`src/rtl/bram_arb_pkg.sv`:
```
// bram_arb_pkg: shared types and constants for the two-port BRAM arbiter
package bram_arb_pkg;
    typedef enum logic [1:0] {IDLE, OWN0, OWN1} state_t;
    typedef logic port_t;
    localparam int ADDR_W_DEF = 16;
    localparam int DATA_W_DEF = 8;
    localparam logic MODE_READ = 1'b0;
    localparam logic MODE_WRITE = 1'b1;
endpackage

```
`src/rtl/bram_arb_rvalid_pipe.sv`:
```
// bram_arb_rvalid_pipe: {valid, port} tag shift register aligning read-data-valid with BRAM latency
module bram_arb_rvalid_pipe
    import bram_arb_pkg::*;
#(
    parameter int RD_LATENCY = 1
) (
    input  logic  clk,
    input  logic  rst,
    input  logic  issue,
    input  port_t port,
    output logic  rvalid0,
    output logic  rvalid1
);
    logic [RD_LATENCY-1:0] tag_vld;
    logic [RD_LATENCY-1:0] tag_port;

    always_ff @(posedge clk or posedge rst) begin
        if (rst) begin
            tag_vld <= '0;
            tag_port <= '0;
        end else begin
            tag_vld[0] <= issue;
            tag_port[0] <= port;
            for (int k = 1; k < RD_LATENCY; k++) begin
                tag_vld[k] <= tag_vld[k-1];
                tag_port[k] <= tag_port[k-1];
            end
        end
    end

    assign rvalid0 = tag_vld[RD_LATENCY-1] & ~tag_port[RD_LATENCY-1];
    assign rvalid1 = tag_vld[RD_LATENCY-1] & tag_port[RD_LATENCY-1];
endmodule

```
`src/rtl/bram_port_arbiter.sv`:
```
// bram_port_arbiter: round-robin sharing of a single-port byte BRAM between two requesters,
// with per-port lock ownership and a watchdog that releases an idle lock.
module bram_port_arbiter
    import bram_arb_pkg::*;
#(
    parameter int ADDR_W       = ADDR_W_DEF,
    parameter int DATA_W       = DATA_W_DEF,
    parameter int RD_LATENCY   = 1,
    parameter int LOCK_TIMEOUT = 1024
) (
    input  logic              clk,
    input  logic              rst,
    input  logic              req0,
    input  logic              we0,
    input  logic              lock0,
    input  logic [ADDR_W-1:0] addr0,
    input  logic [DATA_W-1:0] wdata0,
    input  logic              req1,
    input  logic              we1,
    input  logic              lock1,
    input  logic [ADDR_W-1:0] addr1,
    input  logic [DATA_W-1:0] wdata1,
    output logic              gnt0,
    output logic              gnt1,
    output logic              rvalid0,
    output logic              rvalid1,
    output logic [DATA_W-1:0] rdata,
    output logic              bram_mode,
    output logic [ADDR_W-1:0] bram_address,
    output logic [DATA_W-1:0] bram_byte_write,
    input  logic [DATA_W-1:0] bram_byte_read,
    output logic              lock_err
);
    localparam int WD_W = $clog2(LOCK_TIMEOUT + 1);

    state_t          state;
    port_t           rr;
    logic [WD_W-1:0] wd;
    logic            elig0, elig1, pick0, pick1, own, own_req, own_lock;

    // A port whose grant is showing this cycle is still holding its old request, so mask it.
    always_comb begin
        elig0 = req0 & ~gnt0 & (state != OWN1);
        elig1 = req1 & ~gnt1 & (state != OWN0);
        pick0 = elig0 & (~elig1 | (rr == 1'b0));
        pick1 = elig1 & ~pick0;
        own = state != IDLE;
        own_req = state == OWN1 ? req1 : req0;
        own_lock = state == OWN1 ? lock1 : lock0;
    end

    always_ff @(posedge clk or posedge rst) begin
        if (rst) begin
            state <= IDLE;
            rr <= 1'b0;
            wd <= '0;
            gnt0 <= 1'b0;
            gnt1 <= 1'b0;
            bram_mode <= MODE_READ;
            bram_address <= '0;
            bram_byte_write <= '0;
            lock_err <= 1'b0;
        end else begin
            gnt0 <= pick0;
            gnt1 <= pick1;
            bram_mode <= pick0 ? we0 : pick1 ? we1 : MODE_READ;
            lock_err <= 1'b0;
            if (pick0 | pick1) begin
                bram_address <= pick0 ? addr0 : addr1;
                bram_byte_write <= pick0 ? wdata0 : wdata1;
                rr <= pick0;
                wd <= '0;
                state <= (pick0 & lock0) ? OWN0 : (pick1 & lock1) ? OWN1 : IDLE;
            end else if (own & ~own_req) begin
                if (~own_lock) begin
                    state <= IDLE;
                    wd <= '0;
                end else if (wd == WD_W'(LOCK_TIMEOUT - 1)) begin
                    state <= IDLE;
                    wd <= '0;
                    lock_err <= 1'b1;
                end else begin
                    wd <= wd + 1'b1;
                end
            end else begin
                wd <= '0;
            end
        end
    end

    bram_arb_rvalid_pipe #(.RD_LATENCY(RD_LATENCY)) u_rvalid_pipe (
        .clk(clk),
        .rst(rst),
        .issue((gnt0 | gnt1) & (bram_mode == MODE_READ)),
        .port(gnt1),
        .rvalid0(rvalid0),
        .rvalid1(rvalid1)
    );

    assign rdata = bram_byte_read;
endmodule
```
`config.mk`:
```
export PLATFORM = sky130hd
export DESIGN_NAME = bram_port_arbiter
export DESIGN_NICKNAME = d
export VERILOG_FILES = /design/src/rtl/bram_arb_pkg.sv /design/src/rtl/bram_arb_rvalid_pipe.sv /design/src/rtl/bram_port_arbiter.sv
export SDC_FILE = /design/constraint.sdc
export NUM_CORES = 1
export LEC_CHECK = 0
export ABC_AREA = 1
export BUFFER_PORTS_ARGS = -buffer_cell sky130_fd_sc_hd__buf_2
export CAP_MARGIN = 5
export CORE_MARGIN = 3
export CORE_UTILIZATION = 42
export CTS_CLUSTER_SIZE = 12
export DETAILED_ROUTE_END_ITERATION = 6
export PLACE_DENSITY = 0.85
export SKIP_CTS_REPAIR_TIMING = 1
export SLEW_MARGIN = 20
export SYNTH_ARGS = -nofsm -noshare
export SYNTH_HDL_FRONTEND = slang
export SYNTH_SLANG_ARGS = --single-unit
```
`constraint.sdc`:
```
create_clock -name clk -period 1.2 [get_ports clk]
set_input_delay 0.06 -clock clk [delete_from_list [all_inputs] [get_ports clk]]
set_output_delay 0.06 -clock clk [all_outputs]
set_load 0.03 [all_outputs]
```
==> metrics.md, run 1 <==
| Metric | Value |
|---|---|
| Status | `finished with violations` |
| Failing checks | `negative hold slack, negative setup slack` |
| Reg2Reg Setup Slack | `-0.24 ns` |
| CTS tree | `done` |
| Distinct cells, synth | `25` |
| Die Y | `77.9 um` |
| Post-layout min period | `1.44 ns` |
| Worst Tran Pin Value | `0.276 ns` |
| Yosys warns | `0` |
| Rows | `25` |
| Post-Route Utilization | `73.2%` |
| RSZ-0062 raised after global routing | `yes` |
| First drt pass iteration count | `4` |
| Syn nets | `315` |
| Final Skew | `0.00432 ns` |
| Vias in the first global route | `2014` |
| Arrival @ worst endpoint | `1.68 ns` |
| Hold depth | `3` |
| Mapped Area | `0.00217 mm2` |
| Clock latency on the worst-skew pair | `0.30 ns` |
| Overall power | `8270 uW` |
| Layout cells sized above 1 | `48.8%` |
| Max Buffers Root-to-Sink | `2` |
| GRT Total Usage | `18.1%` |
| Hold path endpoint | `bram_address[3]` |
| Reg2reg start | `state[0]` |
| Hold Path Origin | `addr0[3]` |
| CTS Buf Count | `5` |
| Worst slack, placed | `-0.0955 ns` |
| Port bufs | `85` |
| Synthesized area per cell | `8.68 um2` |
| Placed cells | `404` |
| Cell count after synthesis | `250` |
| WS Path Type | `reg2reg` |
| Setup-failing EPs final | `41` |
| Max Clk Rate | `697 MHz` |
| Cell area after layout | `0.00355 mm2` |
| Synth-to-Final Area Change | `63.6%` |
| Final Hold Fails | `6` |
| CP Capture Type | `flip-flop` |
| First-pass GRT wire length | `8800 um` |
| DR WL/cell | `16.7 um` |
| Hold_ws | `-0.0313 ns` |
| Switch Pwr | `4030 uW` |
| Max_slew headroom | `81.5%` |
| Hold Crit Class | `in2reg` |
| Detailed placer's ending HPWL | `3850 um` |
| Reg clk slew, reported paths | `0.09 ns` |
| Crit Reg-Reg Endpoint | `wd[4]` |
| Fin. max-slew vios | `0` |
| Crit path launch type | `flip-flop` |
| MaxCap Viol Count | `0` |
| Core region area | `0.00485 mm2` |
| Placement Cell Area | `0.00276 mm2` |
| Routability cong. | `0.835` |
| N_diodes | `0` |
| DR iter-0 viols | `171` |
| Residual DRC | `0` |
| Reg power frac | `29.0%` |
| Leak pwr | `0.00174 uW` |
| GR Overflow Total | `0` |
| Initial antenna violation count | `0` |
| CTS sink count | `44` |
| Initial Util | `44.7%` |
| Worst r2r path cells | `7` |
| Internal | `4240 uW` |
| Nets | `451` |
| Sequential fraction of the synthesis area | `50.7%` |
| Yosys reg bits | `44` |
| Worst Path Required | `1.44 ns` |
| Combinational fraction of design power | `58.7%` |
| Die Wd | `77.9 um` |
| Worst-path fanout max | `5` |
| Total number of vias | `2289` |
| Switching part of the total power | `48.8%` |
| Clk pwr share | `12.2%` |
| H-tree Lvls | `2` |
| Die ar. | `0.00606 mm2` |
| Fillers | `311` |
| Vias/cell | `5.04` |
| Largest net degree at the start of global routing | `45` |
| Pwr per Cell Area | `2330 mW/mm2` |
| Final non-filler cell total | `454` |
| Final Routed Wirelength | `7570 um` |
| Fin crit share | `120%` |
| Final worst setup slack | `-0.235 ns` |
| IO Pins | `102` |
| Max IR drop VDD | `1.41 mV` |
| Post-DRT Antenna Nets | `0` |
| CTS Root Cell | `clkbuf_8` |
## worst max-delay path by stage
| stage | from | to | slack, ns | depth (start not counted) |
|---|---|---|---|---|
| finish | state[0] | wd[4] | -0.24 | 7 |
| global route | state[0] | wd[4] | -0.29 | 7 |
| CTS | state[0] | wd[7] | -0.14 | 7 |
| detailed placement | state[0] | wd[7] | -0.1 | 7 |
| global placement | state[0] | wd[9] | -0.06 | 7 |
| floorplan | gnt1 | bram_address[0] | -0.03 | 7 |
## registers in the layout, summed over array words and instances, names as in the netlist, 2 cells and up
| register | flops |
|---|---|
| wd | 11 |
| bram_byte_write | 8 |
| bram_address | 16 |
| state | 2 |
## Yosys cell counts
master / number / share of area, %
a21oi_1: 1 / 0.23
buf_4: 10 / 3.5
buf_6: 5 / 2.6
buf_8: 1 / 0.69
clkinv_2: 1 / 0.23
dfrtp_1: 44 / 51
ha_1: 1 / 0.58
inv_1: 16 / 2.8
inv_6: 2 / 0.81
nand2_1: 70 / 12
nand2_2: 5 / 1.4
nand2_4: 2 / 1.0
nand3_1: 56 / 13
nand3_2: 1 / 0.46
nand3_4: 2 / 1.6
nand3b_1: 1 / 0.35
nand4_2: 1 / 0.58
nor2_1: 20 / 3.5
nor2_2: 1 / 0.29
nor2_4: 1 / 0.52
nor3_1: 1 / 0.23
o21ai_0: 1 / 0.23
o21ai_1: 1 / 0.23
xnor2_1: 3 / 1.2
xor2_1: 3 / 1.2
## cells in the final DEF, fill, tap and decap left out
cell type,Yosys,routed
nor2_4,1,3
nor2_2,1,7
clkinv_4,0,1
nand2_2,5,9
clkinvlp_4,0,2
buf_2,0,85
clkbuf_8,0,6
inv_2,0,5
ha_2,0,1
inv_8,0,1
inv_6,2,2
a21oi_1,1,1
buf_12,0,3
dlygate4sd3_1,0,29
xnor2_1,3,3
buf_6,5,4
inv_1,16,10
o21ai_0,1,1
nor2_1,20,12
nand4_4,0,1
buf_8,1,1
nand2_4,2,4
nand3b_1,1,1
clkbuf_16,0,2
nand3_1,56,33
nand2_1,70,63
nor3_1,1,1
clkinv_8,0,2
inv_4,0,1
xor2_1,3,3
dfrtp_2,0,3
buf_4,10,16
nand2_8,0,2
dfrtp_1,44,41
nand3_2,1,19
nand3_4,2,8
o21ai_4,0,1
## stage by stage
| step | hold WS [ns] | setup TNS (ns) |
|---|---|---|
| 6_report | -0.0313 | -6.47 |
| 5_1_grt | -0.00159 | -9.01 |
| 4_1_cts | -0.222 | -3.43 |
| 3_5_place_dp | 0.111 | -2.29 |
| 3_3_place_gp | 0.108 | -0.823 |
| 2_1_floorplan | 0.170 | -0.558 |
## power groups by stage
stage	logic, uW	clock network, uW	registers (uW)
final	4860	1010	2400
after global routing	5140	1090	2460
after CTS	3800	1000	2360
after detailed placement	3810	0	2370
after global placement	3710	0	2370
after floorplan	1880	0	3280
## kinds of logic after synthesis
family,Yosys count,share of synthesized area [%]
buffers and inverters,35,10.6
adders and majority gates,1,0.577
xor gates and xnor gates,6,2.42
DFF,44,50.7
AOI/OAI and AO/OA,3,0.691
and+or+nand+nor,161,35.0
## critical path, cell delays in order (launching register included)
cell and delay, ns:
dfrtp_1 0.44, inv_2 0.11, nand2_4 0.07, o21ai_4 0.17, inv_2 0.06, nor2_4 0.20
nand3_4 0.16, nor2_2 0.15
## metal layers
metal | vias to the layer above | routed length, um | track usage [%]
met5 | - | 0 | 0
li1 | 1069 | - | -
met2 | 99 | 4170 | 31.7
met1 | 1105 | 2790 | 21.2
met4 | 0 | 138 | 7.47
met3 | 16 | 474 | 4.29
## layout make-up
cell class	instances	area [um2]	area share (%)
repair buffers	140	1010	28.3
multi-input cells	173	1120	31.7
clock inverters	2	15.0	0.423
clock buffers	6	82.6	2.33
inverters	19	98.8	2.79
flip-flops and latches	44	1100	31.1
well taps	67	83.8	2.36
repair inverters	3	33.8	0.952
Power figures use the tool's default switching activity.
==> inputs of run 2 (changes only) <==
PLACE_DENSITY = 0.81   (was 0.85)
==> run 2 against run 1 <==
The flow still finishes with violations (negative hold slack, negative setup slack). Clock skew grew 0.0015 ns. Clock-buffer cell count grew 2. Worst hold slack gained 0.015 ns. Final cell count shrank 3.7%. First-iteration DRC count shrank 26%. Cell area shrank 11%. Combinational power shrank 16%. Sequential power is essentially flat. Sequential share of layout area grew 3.8 points. Via count shrank 7.9%. Setup slack gained 0.055 ns. Register-to-register slack gained 0.06 ns. Critical endpoint unchanged. Largest cell class is now flip-flops and latches.
==> metrics.md, run 2 (same netlist as run 1, synthesis figures left out) <==
| Metric | Value |
|---|---|
| Worst slack, placed | `-0.148 ns (-0.0525 ns)` |
| N_diodes | `0 (unchanged)` |
| Post-DRT Antenna Nets | `0 (unchanged)` |
| Vias in the first global route | `1972 (-2.1%)` |
| RSZ-0062 raised after global routing | `yes` |
| CTS Root Cell | `clkbuf_8` |
| Die ar. | `0.00606 mm2 (unchanged)` |
| H-tree Lvls | `2 (unchanged)` |
| Hold Path Origin | `addr0[15]` |
| Reg2reg start | `state[0]` |
| CTS tree | `done` |
| Switch Pwr | `3500 uW (-13%)` |
| Crit. Startpoint | `state[0]` |
| Synth-to-Final Area Change | `45.4%` |
| Fillers | `397 (+28%)` |
| Worst r2r path cells | `7 (unchanged)` |
| CP Capture Type | `flip-flop` |
| Detailed placer's ending HPWL | `3930 um (+2.1%)` |
| Setup-failing EPs final | `39 (-4.9%)` |
| Hold depth | `3 (unchanged)` |
| Nets | `434 (-3.8%)` |
| Layout cells sized above 1 | `39.5% (-9.4 points)` |
| Post-layout min period | `1.38 ns (-0.0554 ns)` |
| Max_slew headroom | `72.0% (-9.5 points)` |
| Residual DRC | `0 (unchanged)` |
| GR Overflow Total | `0 (unchanged)` |
| Clock latency on the worst-skew pair | `0.29 ns (about the same)` |
| Port bufs | `85 (unchanged)` |
| Final Hold Fails | `5 (-1)` |
| Rows | `25 (unchanged)` |
| Core region area | `0.00485 mm2 (unchanged)` |
| Worst Path Required | `1.41 ns (-0.03 ns)` |
| Fin. max-slew vios | `0 (unchanged)` |
| Switching part of the total power | `47.2% (-1.5 points)` |
| Number of flip-flops in the largest register | `16 (unchanged)` |
| Clk pwr share | `12.8% (+0.6 points)` |
| Vias/cell | `4.82 (-4.3%)` |
| Hold_ws | `-0.0164 ns (+0.0148 ns)` |
| Crit Reg-Reg Endpoint | `wd[4]` |
| First-pass GRT wire length | `9000 um (+2.4%)` |
| Met3 routed WL | `392 um (-17%)` |
| Reg area | `0.00110 mm2 (-0.11%)` |
| Worst-path fanout max | `9 (+4)` |
| WS Path Type | `reg2reg` |
| GRT Total Usage | `18.2% (+0.054 points)` |
| Routability cong. | `0.828 (-0.78%)` |
| Total number of vias | `2108 (-7.9%)` |
| Max Clk Rate | `725 MHz (+4.0%)` |
| Initial antenna violation count | `0 (unchanged)` |
| Final Routed Wirelength | `6200 um (-18%)` |
| Pwr per Cell Area | `2350 mW/mm2 (+0.60%)` |
| Combinational fraction of design power | `55.0% (-3.7 points)` |
| Max IR drop VDD | `1.53 mV (+8.3%)` |
| Commonest cells after routing, fill and taps aside | `buf_2 (85), nand2_1 (68), nand3_1 (54)` |
| Metal2 WL | `3160 um (-24%)` |
| Fin crit share | `115% (-4.6 points)` |
| Area of the multi-input gates | `925 um2 (-18%)` |
| Reg power frac | `32.2% (+3.2 points)` |
| Die Wd | `77.9 um (unchanged)` |
| DR WL/cell | `14.2 um (-15%)` |
| Arrival @ worst endpoint | `1.59 ns (-0.09 ns)` |
| MaxCap Viol Count | `0 (unchanged)` |
| First drt pass iteration count | `4 (unchanged)` |
| Most flops, register | `bram_address` |
| Die Y | `77.9 um (unchanged)` |
| Internal | `3900 uW (-7.9%)` |
| Failing checks | `negative hold slack, negative setup slack` |
| Final worst setup slack | `-0.180 ns (+0.0554 ns)` |
| Hold Crit Class | `in2reg` |
| Largest net degree at the start of global routing | `29 (-36%)` |
| Crit path launch type | `flip-flop` |
| Reg2Reg Setup Slack | `-0.18 ns (+0.06 ns)` |
| Commonest non-fill, non-tap cell in the layout | `buf_2` |
| Max Buffers Root-to-Sink | `2 (unchanged)` |
| Worst Tran Pin Value | `0.419 ns (+0.143 ns)` |
| Final Skew | `0.00587 ns (+0.00155 ns)` |
| Max Used Layer | `met4` |
| IO Pins | `102 (unchanged)` |
| Largest regs | `bram_address x16, wd x11, bram_byte_write x8` |
| Status | `finished with violations` |
| DR iter-0 viols | `127 (-26%)` |
| Hold path endpoint | `bram_address[15]` |
| Leak pwr | `0.00158 uW (-9.2%)` |
| CTS sink count | `44 (unchanged)` |
| CTS Buf Count | `5 (unchanged)` |
| Wl on met1 | `2560 um (-8.3%)` |
| Initial Util | `44.7% (unchanged)` |
| Reg clk slew, reported paths | `0.08 ns (about the same)` |
run 2: worst max-delay path by stage:
stage               cells past startpoint  slack [ns]         endpoint
finish                                  7       -0.18            wd[4]
detailed placement                      7       -0.15            wd[4]
global route                            7       -0.24            wd[0]
global placement                        7       -0.06            wd[8]
CTS                                     7       -0.20            wd[4]
floorplan                               7       -0.03  bram_address[0]
run 2: area by class of cell:
type	instances	area share (%)
Multi-Input combinational cell	171	29.3
Clock buffer	8	2.85
Timing Repair inverter	1	0.278
Tap cell	67	2.66
Timing Repair Buffer	127	26.8
Inverter	19	3.13
Sequential cell	44	35.0
run 2: worst max-delay path: stages (launching register included):
cell,delay (ns)
dfrtp_1,0.41
inv_2,0.07
nand2_2,0.08
o21ai_2,0.18
inv_1,0.11
nor2_4,0.14
nand3_4,0.15
nor2_1,0.14
run 2: metal layers:
metal | up-vias | GRT usage (%)
li1 | 1028 | -
met5 | - | 0
met1 | 990 | 23.6
met4 | 0 | 4.63
met2 | 80 | 30.8
met3 | 10 | 3.83
run 2: power groups by stage:
stage	sequential, uW	clock (uW)	combinational (uW)
finish	2380	948	4070
global route	2450	1030	4400
detailed placement	2370	0	3780
global placement	2370	0	3690
CTS	2370	972	3780
floorplan	3280	0	1880
run 2: per-stage QoR:
stage	std cells	setup TNS (ns)	utilization, %	cell area, um2	total power [uW]
5_1_grt	437	-7.16	65.1	3160	7890
3_3_place_gp	405	-0.525	57.1	2770	6060
2_1_floorplan	250	-0.558	-	2230	5160
4_1_cts	413	-3.41	59.0	2860	7120
3_5_place_dp	405	-2.30	57.1	2770	6150
6_report	437	-3.71	65.1	3160	7400
